[src/rtl/sc_dmem_arbiter_pkg.sv]
// Shared definitions for the data-memory arbiter: FSM state encoding and parameter defaults.
package sc_dmem_arbiter_pkg;

  typedef enum logic [1:0] {
    StIdle   = 2'd0,
    StAccess = 2'd1,
    StResp   = 2'd2
  } arb_state_e;

  localparam int unsigned DataWDefault = 32;
  localparam int unsigned AddrWDefault = 32;
  localparam int unsigned IoBitDefault = 7;

endpackage

[src/rtl/sc_dmem_arbiter_rr_pick2.sv]
// Two-input round-robin winner select; on a tie the port that was not served last wins.
module rr_pick2 (
  input  logic req0,
  input  logic req1,
  input  logic last,
  output logic valid,
  output logic winner
);

  assign valid  = req0 | req1;
  assign winner = (req0 & req1) ? ~last : req1;

endmodule

[src/rtl/sc_dmem_arbiter.sv]
// Two-port round-robin arbiter/sequencer for the CPU data-memory/I-O port.
// Build option: SC_ARB_IO_PROTECT_EN suppresses requester-1 writes to I/O space.
module sc_dmem_arbiter
  import sc_dmem_arbiter_pkg::*;
#(
  parameter int unsigned DATA_W = DataWDefault,
  parameter int unsigned ADDR_W = AddrWDefault,
  parameter int unsigned IO_BIT = IoBitDefault
) (
  input  logic              clock,
  input  logic              resetn,
  input  logic              req0,
  input  logic              req1,
  input  logic              we0,
  input  logic              we1,
  input  logic [ADDR_W-1:0] addr0,
  input  logic [ADDR_W-1:0] addr1,
  input  logic [DATA_W-1:0] wdata0,
  input  logic [DATA_W-1:0] wdata1,
  output logic              gnt0,
  output logic              gnt1,
  output logic              done0,
  output logic              done1,
  output logic [DATA_W-1:0] rdata,
  output logic [ADDR_W-1:0] mem_addr,
  output logic [DATA_W-1:0] mem_wdata,
  output logic              mem_we,
  input  logic [DATA_W-1:0] mem_dataout,
  output logic              io_write_blocked
);

  if (IO_BIT >= ADDR_W) begin : g_bad_io_bit
    $error("IO_BIT must lie inside the address");
  end

  arb_state_e state_q;
  logic       last_q;
  logic       owner_q;

  logic              in_resp;
  logic              pick_req0;
  logic              pick_req1;
  logic              pick_valid;
  logic              pick_winner;
  logic              capture;
  logic              win_we;
  logic [ADDR_W-1:0] win_addr;
  logic [DATA_W-1:0] win_wdata;
  logic              wr_blocked;

  // During RESP only the other port may be captured; the owner must re-request after done.
  always_comb begin
    in_resp   = (state_q == StResp);
    pick_req0 = req0 & ~(in_resp & ~owner_q);
    pick_req1 = req1 & ~(in_resp & owner_q);
  end

  rr_pick2 u_pick (
    .req0   (pick_req0),
    .req1   (pick_req1),
    .last   (last_q),
    .valid  (pick_valid),
    .winner (pick_winner)
  );

  always_comb begin
    capture   = pick_valid & ((state_q == StIdle) | (state_q == StResp));
    win_we    = pick_winner ? we1    : we0;
    win_addr  = pick_winner ? addr1  : addr0;
    win_wdata = pick_winner ? wdata1 : wdata0;
  end

`ifdef SC_ARB_IO_PROTECT_EN
  logic blocked_q;

  assign wr_blocked       = pick_winner & win_we & win_addr[IO_BIT];
  assign io_write_blocked = blocked_q;

  always_ff @(posedge clock or negedge resetn) begin
    if (!resetn) begin
      blocked_q <= 1'b0;
    end else if (capture && wr_blocked) begin
      blocked_q <= 1'b1;
    end
  end
`else
  assign wr_blocked       = 1'b0;
  assign io_write_blocked = 1'b0;
`endif

  // Memory-side signals are loaded at capture so they are valid for the whole ACCESS cycle;
  // mem_addr/mem_wdata double as the latched request and hold until the next capture.
  always_ff @(posedge clock or negedge resetn) begin
    if (!resetn) begin
      state_q   <= StIdle;
      last_q    <= 1'b1;
      owner_q   <= 1'b0;
      gnt0      <= 1'b0;
      gnt1      <= 1'b0;
      done0     <= 1'b0;
      done1     <= 1'b0;
      rdata     <= '0;
      mem_addr  <= '0;
      mem_wdata <= '0;
      mem_we    <= 1'b0;
    end else begin
      mem_we <= 1'b0;
      done0  <= 1'b0;
      done1  <= 1'b0;

      unique case (state_q)
        StIdle: begin
        end
        StAccess: begin
          // Read data is registered here so it is valid alongside done in RESP.
          state_q <= StResp;
          rdata   <= mem_dataout;
          done0   <= ~owner_q;
          done1   <= owner_q;
        end
        StResp: begin
          state_q <= StIdle;
          gnt0    <= 1'b0;
          gnt1    <= 1'b0;
        end
        default: begin
          state_q <= StIdle;
          gnt0    <= 1'b0;
          gnt1    <= 1'b0;
        end
      endcase

      if (capture) begin
        state_q   <= StAccess;
        owner_q   <= pick_winner;
        last_q    <= pick_winner;
        gnt0      <= ~pick_winner;
        gnt1      <= pick_winner;
        mem_addr  <= win_addr;
        mem_wdata <= win_wdata;
        mem_we    <= win_we & ~wr_blocked;
      end
    end
  end

endmodule

[config.mk]
export PLATFORM = sky130hd
export DESIGN_NAME = sc_dmem_arbiter
export DESIGN_NICKNAME = d
export VERILOG_FILES = /design/src/rtl/sc_dmem_arbiter_pkg.sv /design/src/rtl/sc_dmem_arbiter_rr_pick2.sv /design/src/rtl/sc_dmem_arbiter.sv
export SDC_FILE = /design/constraint.sdc
export NUM_CORES = 1
export LEC_CHECK = 0
export ABC_AREA = 0
export ABC_CLOCK_PERIOD_IN_PS = 3600
export CAP_MARGIN = 20
export CORE_ASPECT_RATIO = 1.2
export CORE_MARGIN = 3
export CORE_UTILIZATION = 40
export DETAILED_ROUTE_END_ITERATION = 8
export PLACE_DENSITY = 0.86
export SYNTH_ARGS = -nofsm -noshare
export SYNTH_HDL_FRONTEND = slang
export SYNTH_SLANG_ARGS = --single-unit
[constraint.sdc]
create_clock -name clock -period 3.6 [get_ports clock]
set_input_delay 0.36 -clock clock [delete_from_list [all_inputs] [get_ports clock]]
set_output_delay 0.36 -clock clock [all_outputs]
set_load 0.02 [all_outputs]
== Word level (Yosys, flattened, before mapping) ==
Index checks and enable logic that the tools add are counted.

* Input port bits: 166
* Logic and storage cells: 42
* Bits in registers: 105

* Multiplexer cells: 12
* Bitwise logic cells: 13
* Equality and inequality tests: 4
* Reduce and logical (&&, ||, !) cells: 2

{| class="wikitable"
|+ Operators by type and width
! kind !! count
|-
| $mux 32 || 2
|-
| $mux 1 || 8
|-
| $and 1x1->1 || 6
|-
| $not 1->1 || 5
|-
| $pmux 2 s2 || 1
|-
| $eq 2x1->1 const B || 1
|-
| $eq 2x2->1 const B || 1
|-
| $logic_not 2->1 || 1
|-
| $mux 2 || 1
|-
| $ne 2x1->1 const B || 1
|-
| $ne 2x2->1 const B || 1
|-
| $or 1x1->1 || 2
|-
| $reduce_or 2->1 || 1
|}

== Depth between registers and ports, before layout ==
* Depth in word-level cells: 8
* Depth in mapped cells: 7
* Depth with buffers taken out: 5

== Hierarchy ==
A second synthesis with hierarchy kept.

* Cells, all modules: 306
* Area, all modules: 4733.3 um^2

{| class="wikitable"
|+ By module, submodules not included
! module !! area an instance (um^2) !! times used !! cells an instance
|-
| sc_dmem_arbiter || 4719.5 || 1 || 304
|-
| rr_pick2 || 13.8 || 1 || 2
|}

== Least setup slack after synthesis ==
OpenSTA, ideal clock, no wires.

* Path kind: flip-flop to flip-flop
* Start point: register owner_q
* End point: register mem_addr[26]
* Required time: 3.474 ns
* Cell stages (with the launch flop): 8
* Data arrival time: 1.484 ns
* Slack: 1.990 ns
* Setup time: 0.126 ns
* Cells stage by stage: dfrtp_1 nand2b_1 a21oi_1 a311o_1 buf_2 buf_6 buf_6 a221o_1

* Cells in the longest elaborated chain, start to end: 7
* Elaborated cells between the ends (all ways): 12
* Those cells by class: mux: 2; bitwise: 10

{| class="wikitable"
|+ Ends and longest elaborated chain
! item !! RTL line !! RTL
|-
| from (decl) || sc_dmem_arbiter.sv:38 || <nowiki>logic owner_q;</nowiki>
|-
| from (signal assigned) || sc_dmem_arbiter.sv:135 || <nowiki>owner_q <= pick_winner;</nowiki>
|-
| $not 1->1 || sc_dmem_arbiter.sv:54 || <nowiki>pick_req0 = req0 & ~(in_resp & ~owner_q);</nowiki>
|-
| $and 1x1->1 || sc_dmem_arbiter.sv:54 ||
|-
| $not 1->1 || sc_dmem_arbiter.sv:54 ||
|-
| $and 1x1->1 || sc_dmem_arbiter.sv:54 ||
|-
| $and 1x1->1 || sc_dmem_arbiter_rr_pick2.sv:11 || <nowiki>assign winner = (req0 & req1) ? ~last : req1;</nowiki>
|-
| $mux 1 || sc_dmem_arbiter_rr_pick2.sv:11 ||
|-
| $mux 32 || sc_dmem_arbiter.sv:69 || <nowiki>win_addr = pick_winner ? addr1 : addr0;</nowiki>
|-
| to (signal assigned) || sc_dmem_arbiter.sv:139 || <nowiki>mem_addr <= win_addr;</nowiki>
|-
| to (decl) || sc_dmem_arbiter.sv:25 || <nowiki>output logic [ADDR_W-1:0] mem_addr,</nowiki>
|}

Several ways; a longest one is shown, not always the timed one.
A chain may end at the register's enable or synchronous reset.

== Worst setup path in the final report ==
* Start point: register state_q[1]
* End point: register done1

* Cells in the longest elaborated chain, start to end: 2

{| class="wikitable"
|+ Ends and longest elaborated chain
! item !! RTL line !! RTL
|-
| from (decl) || sc_dmem_arbiter.sv:36 || <nowiki>arb_state_e state_q;</nowiki>
|-
| from (signal assigned) || sc_dmem_arbiter.sv:95 || <nowiki>state_q <= StIdle;</nowiki>
|-
| from (signal assigned) || sc_dmem_arbiter.sv:116 || <nowiki>state_q <= StResp;</nowiki>
|-
| from (signal assigned) || sc_dmem_arbiter.sv:122 || <nowiki>state_q <= StIdle;</nowiki>
|-
| $eq 2x1->1 || sc_dmem_arbiter.sv:111 || <nowiki>unique case (state_q)</nowiki>
|-
| $mux 1 || sc_dmem_arbiter.sv:111 ||
|-
| to (signal assigned) || sc_dmem_arbiter.sv:119 || <nowiki>done1 <= owner_q;</nowiki>
|-
| to (decl) || sc_dmem_arbiter.sv:23 || <nowiki>output logic done1,</nowiki>
|}

Every way passes these cells.

==> run_summary.xml <==
<?xml version="1.0" encoding="UTF-8"?>
<metrics>
  <group name="grt">
    <metric name="use_met3" unit="">0.0709</metric>
    <metric name="grt_antenna_before_repair" unit="">1</metric>
    <metric name="via_count_of_the_first_global_routing_pass" unit="">4121</metric>
    <metric name="use_met1" unit="">0.281</metric>
    <metric name="grt.met2_usage" unit="">0.403</metric>
    <metric name="grt_max_degree" unit="">62</metric>
    <metric name="gr-total-overflow" unit="">0</metric>
    <metric name="tot_gr_track_use" unit="">0.239</metric>
    <metric name="top_usage_layer" unit="">met2</metric>
    <metric name="first_pass_grt_wire_length" unit="microns">22300</metric>
  </group>
  <group name="logic_synthesis">
    <metric name="synth_fp_nets" unit="">546</metric>
    <metric name="commonest_cells_in_the_synthesized_netlist" unit="">sky130_fd_sc_hd__dfrtp_1, sky130_fd_sc_hd__nand2_1, sky130_fd_sc_hd__a221o_1</metric>
    <metric name="synth_top_area_cell" unit="">sky130_fd_sc_hd__dfrtp_1</metric>
    <metric name="synth_ff_type" unit="">sky130_fd_sc_hd__dfrtp_1</metric>
    <metric name="dominant_cells_by_area_after_synthesis" unit="">sky130_fd_sc_hd__dfrtp_1, sky130_fd_sc_hd__a221o_1, sky130_fd_sc_hd__and2_1, sky130_fd_sc_hd__nand2_1, sky130_fd_sc_hd__clkbuf_1</metric>
    <metric name="syn-instance-count" unit="">380</metric>
    <metric name="synth_warnings" unit="">0</metric>
    <metric name="synth_seq_cells" unit="">105</metric>
    <metric name="synth_top_area_share" unit="">0.606</metric>
    <metric name="synth_enable_flop_cells" unit="">0</metric>
    <metric name="syn-mean-instance-area" unit="sq um">11.3</metric>
    <metric name="synthArstFlopShare" unit="">1.00</metric>
    <metric name="yosysMostFrequentCell" unit="">sky130_fd_sc_hd__dfrtp_1</metric>
    <metric name="ys_seq_area_frac" unit="">0.612</metric>
    <metric name="ys_types" unit="">23</metric>
    <metric name="post_synth_instance_area" unit="sq um">4300</metric>
  </group>
  <group name="sta">
    <metric name="tns" unit="ns">0</metric>
    <metric name="tightestPinTransition" unit="ns">0.919</metric>
    <metric name="clock.fmax" unit="MHz">427</metric>
    <metric name="drv_slew" unit="">0</metric>
    <metric name="setup_viol" unit="">0</metric>
    <metric name="final.min_clock_period" unit="ns">2.34</metric>
    <metric name="hold_viol_final" unit="">0</metric>
    <metric name="final_min_period_over_clock_period" unit="">0.650</metric>
    <metric name="max-slew-margin-rel" unit="">0.383</metric>
    <metric name="skew" unit="ns">0.00565</metric>
    <metric name="grt_setup_unrepaired" unit="">false</metric>
  </group>
  <group name="finish">
    <metric name="num-nets-final" unit="">801</metric>
    <metric name="area.growth.synth_to_final" unit="%">71.4</metric>
    <metric name="antenna_cells" unit="">0</metric>
    <metric name="finalCoreUtilization" unit="">0.718</metric>
    <metric name="layout-drive-gt1-share" unit="">0.0453</metric>
  </group>
  <group name="setup_path">
    <metric name="setup.worst_path.end_class" unit="">register</metric>
    <metric name="worst-endpoint-required" unit="ns">3.82</metric>
    <metric name="r2r_setup_slack" unit="ns">1.26</metric>
    <metric name="critical_path.max_fanout" unit="">34</metric>
    <metric name="timing.setup.critical_path_class" unit="">register to register</metric>
    <metric name="worstSetupStartpointType" unit="">register</metric>
    <metric name="worst_ep_arrival_time" unit="ns">2.57</metric>
  </group>
  <group name="outcome">
    <metric name="run_status" unit="">finished clean</metric>
  </group>
  <group name="power_and_ir_drop">
    <metric name="seq_power_share" unit="">0.326</metric>
    <metric name="powerDensity" unit="nW/um^2">889</metric>
    <metric name="peak_supply_drop" unit="uV">582</metric>
    <metric name="leakage" unit="nW">3.25</metric>
    <metric name="switching_share" unit="">0.382</metric>
    <metric name="combinationalPowerShare" unit="">0.512</metric>
    <metric name="clock_power_frac" unit="">0.161</metric>
    <metric name="power.net_switching" unit="mW">2.50</metric>
    <metric name="cell_internal_pwr" unit="mW">4.05</metric>
  </group>
  <group name="drt">
    <metric name="wl_per_cell" unit="microns">19.3</metric>
    <metric name="detail-route-antenna-nets" unit="">0</metric>
    <metric name="detailedRoute.firstPassIterationCount" unit="">5</metric>
    <metric name="dr_total_vias" unit="">4010</metric>
    <metric name="wl" unit="microns">14800</metric>
    <metric name="drt_first_iter_violations" unit="">192</metric>
    <metric name="route.detailed.drc" unit="">0</metric>
    <metric name="detail_route.vias_per_cell" unit="">5.23</metric>
  </group>
  <group name="die">
    <metric name="initial_core_util" unit="">0.419</metric>
    <metric name="floorplan.rows" unit="">40</metric>
    <metric name="fp.coreArea" unit="sq um">10300</metric>
    <metric name="die_width" unit="microns">101</metric>
    <metric name="die-height" unit="microns">120</metric>
    <metric name="die-area" unit="sq um">12000</metric>
    <metric name="top_level_ports" unit="">268</metric>
  </group>
  <group name="clock_tree">
    <metric name="numClockSinks" unit="">105</metric>
    <metric name="post_cts_buffers" unit="">0</metric>
    <metric name="postCtsHoldBufs" unit="">0</metric>
    <metric name="cts-resized-gates" unit="">0</metric>
    <metric name="cts-root-buf" unit="">sky130_fd_sc_hd__clkbuf_16</metric>
    <metric name="clock_tree_from_tritoncts" unit="">yes</metric>
    <metric name="clkSlewWorstSetupHoldPaths" unit="ns">0.07</metric>
    <metric name="htree_num_levels" unit="">3</metric>
    <metric name="maximum_root_to_sink_buffer_count" unit="">2</metric>
    <metric name="clk_latency" unit="ns">0.34</metric>
    <metric name="cts_inserted_buffers" unit="">9</metric>
  </group>
  <group name="placement">
    <metric name="numPortBuffers" unit="">266</metric>
    <metric name="dpl.hpwl" unit="microns">10900</metric>
    <metric name="gp_congestion" unit="">0.817</metric>
  </group>
  <group name="flow_run">
    <metric name="max_cap_viol_count" unit="">0</metric>
  </group>
  <group name="min_path">
    <metric name="hold_class" unit="">primary input to async pin</metric>
  </group>
</metrics>
## metrics by stage
| step | power [mW] | hold slack (ns) | std cells | instance area, sq um | setup slack (ns) |
|---|---|---|---|---|---|
| final | 6.55 | 0.0935 | 766 | 7370 | 1.26 |
| after global routing | 6.87 | 0.149 | 766 | 7370 | 1.04 |
| after CTS | 6.58 | 0.125 | 766 | 7370 | 1.28 |
| after detailed placement | 5.51 | 0.462 | 750 | 7050 | 1.26 |
| after global placement | 5.40 | 0.457 | 750 | 7050 | 1.30 |
| after floorplan | 3.85 | 0.0644 | 380 | 4300 | 1.99 |
## critical path, stage by stage, from the launching register on
cell and delay (ns):
sky130_fd_sc_hd__dfrtp_1 0.44, sky130_fd_sc_hd__inv_1 0.11, sky130_fd_sc_hd__nand2_1 0.07, sky130_fd_sc_hd__buf_4 0.32
sky130_fd_sc_hd__clkinv_1 0.82, sky130_fd_sc_hd__and2_1 0.47
## placed cells by master (no fill, tap or decap)
cell / n
sky130_fd_sc_hd__conb_1: 1
sky130_fd_sc_hd__a211oi_4: 1
sky130_fd_sc_hd__a21oi_1: 1
sky130_fd_sc_hd__nand3b_1: 1
sky130_fd_sc_hd__nor2_1: 2
sky130_fd_sc_hd__nand2b_1: 1
sky130_fd_sc_hd__and4b_2: 1
sky130_fd_sc_hd__a21o_1: 2
sky130_fd_sc_hd__buf_4: 8
sky130_fd_sc_hd__and2_1: 60
sky130_fd_sc_hd__clkinv_1: 1
sky130_fd_sc_hd__a22o_1: 1
sky130_fd_sc_hd__nand2_1: 99
sky130_fd_sc_hd__a31o_2: 2
sky130_fd_sc_hd__clkbuf_16: 9
sky130_fd_sc_hd__clkinv_2: 2
sky130_fd_sc_hd__and2_0: 5
sky130_fd_sc_hd__clkbuf_8: 1
sky130_fd_sc_hd__a221o_1: 64
sky130_fd_sc_hd__clkinv_4: 1
sky130_fd_sc_hd__clkdlybuf4s50_1: 265
sky130_fd_sc_hd__dfrtp_1: 104
sky130_fd_sc_hd__a311o_2: 1
sky130_fd_sc_hd__bufinv_16: 2
sky130_fd_sc_hd__inv_1: 3
sky130_fd_sc_hd__dfstp_2: 1
sky130_fd_sc_hd__clkbuf_1: 1
## cell type report
cell class	count	area, sq um
fillers	734	2890
clock inverters	5	78.8
clock buffers	11	243
multi-input cells	242	1530
flip-flops and latches	105	2630
well taps	126	158
inverters	4	15.0
repair buffers	273	2710
## final timing paths
check                           endpoint  cells after the start       start
max                                done1                      5  state_q[1]
min                        mem_wdata[16]                      1      resetn
max reg2reg                        done1                      5  state_q[1]
min reg2reg                    rdata[16]                      2   rdata[16]
max in group asynchronous       rdata[7]                      2      resetn
min in group clock             rdata[16]                      2   rdata[16]
## registers in the layout (all words and copies together) (netlist names)
| name | flops |
|---|---|
| rdata | 32 |
| last_q | 1 |
| mem_addr | 32 |
| mem_wdata | 32 |
| done0 | 1 |
| gnt0 | 1 |
| owner_q | 1 |
| gnt1 | 1 |
| mem_we | 1 |
| done1 | 1 |
| state_q | 2 |
## power by group through the flow
stage          sequential (mW)  clock (mW)  combinational (mW)
2_1_floorplan             2.76           0                1.09
3_3_place_gp              2.11           0                3.29
3_5_place_dp              2.13           0                3.38
4_1_cts                   2.13        1.06                3.38
5_1_grt                   2.19        1.12                3.56
6_report                  2.14        1.06                3.36
## layer usage
metal,part of all wire,vias up
met5,0.00088,-
met4,0.035,2
met3,0.078,33
met2,0.51,175
met1,0.37,1960
li1,-,1840
## kinds of logic (layout without fill, tap and decap cells)
group                  Yosys count  after routing  synth area share
AND/OR/NAND/NOR                169            169             0.188
flip-flops                     105            105             0.612
AO/OA/AOI/OAI                   72             72             0.164
buffers and inverters           33            293            0.0352
other                            1              1          0.000873
Power figures use the tool's default switching activity.
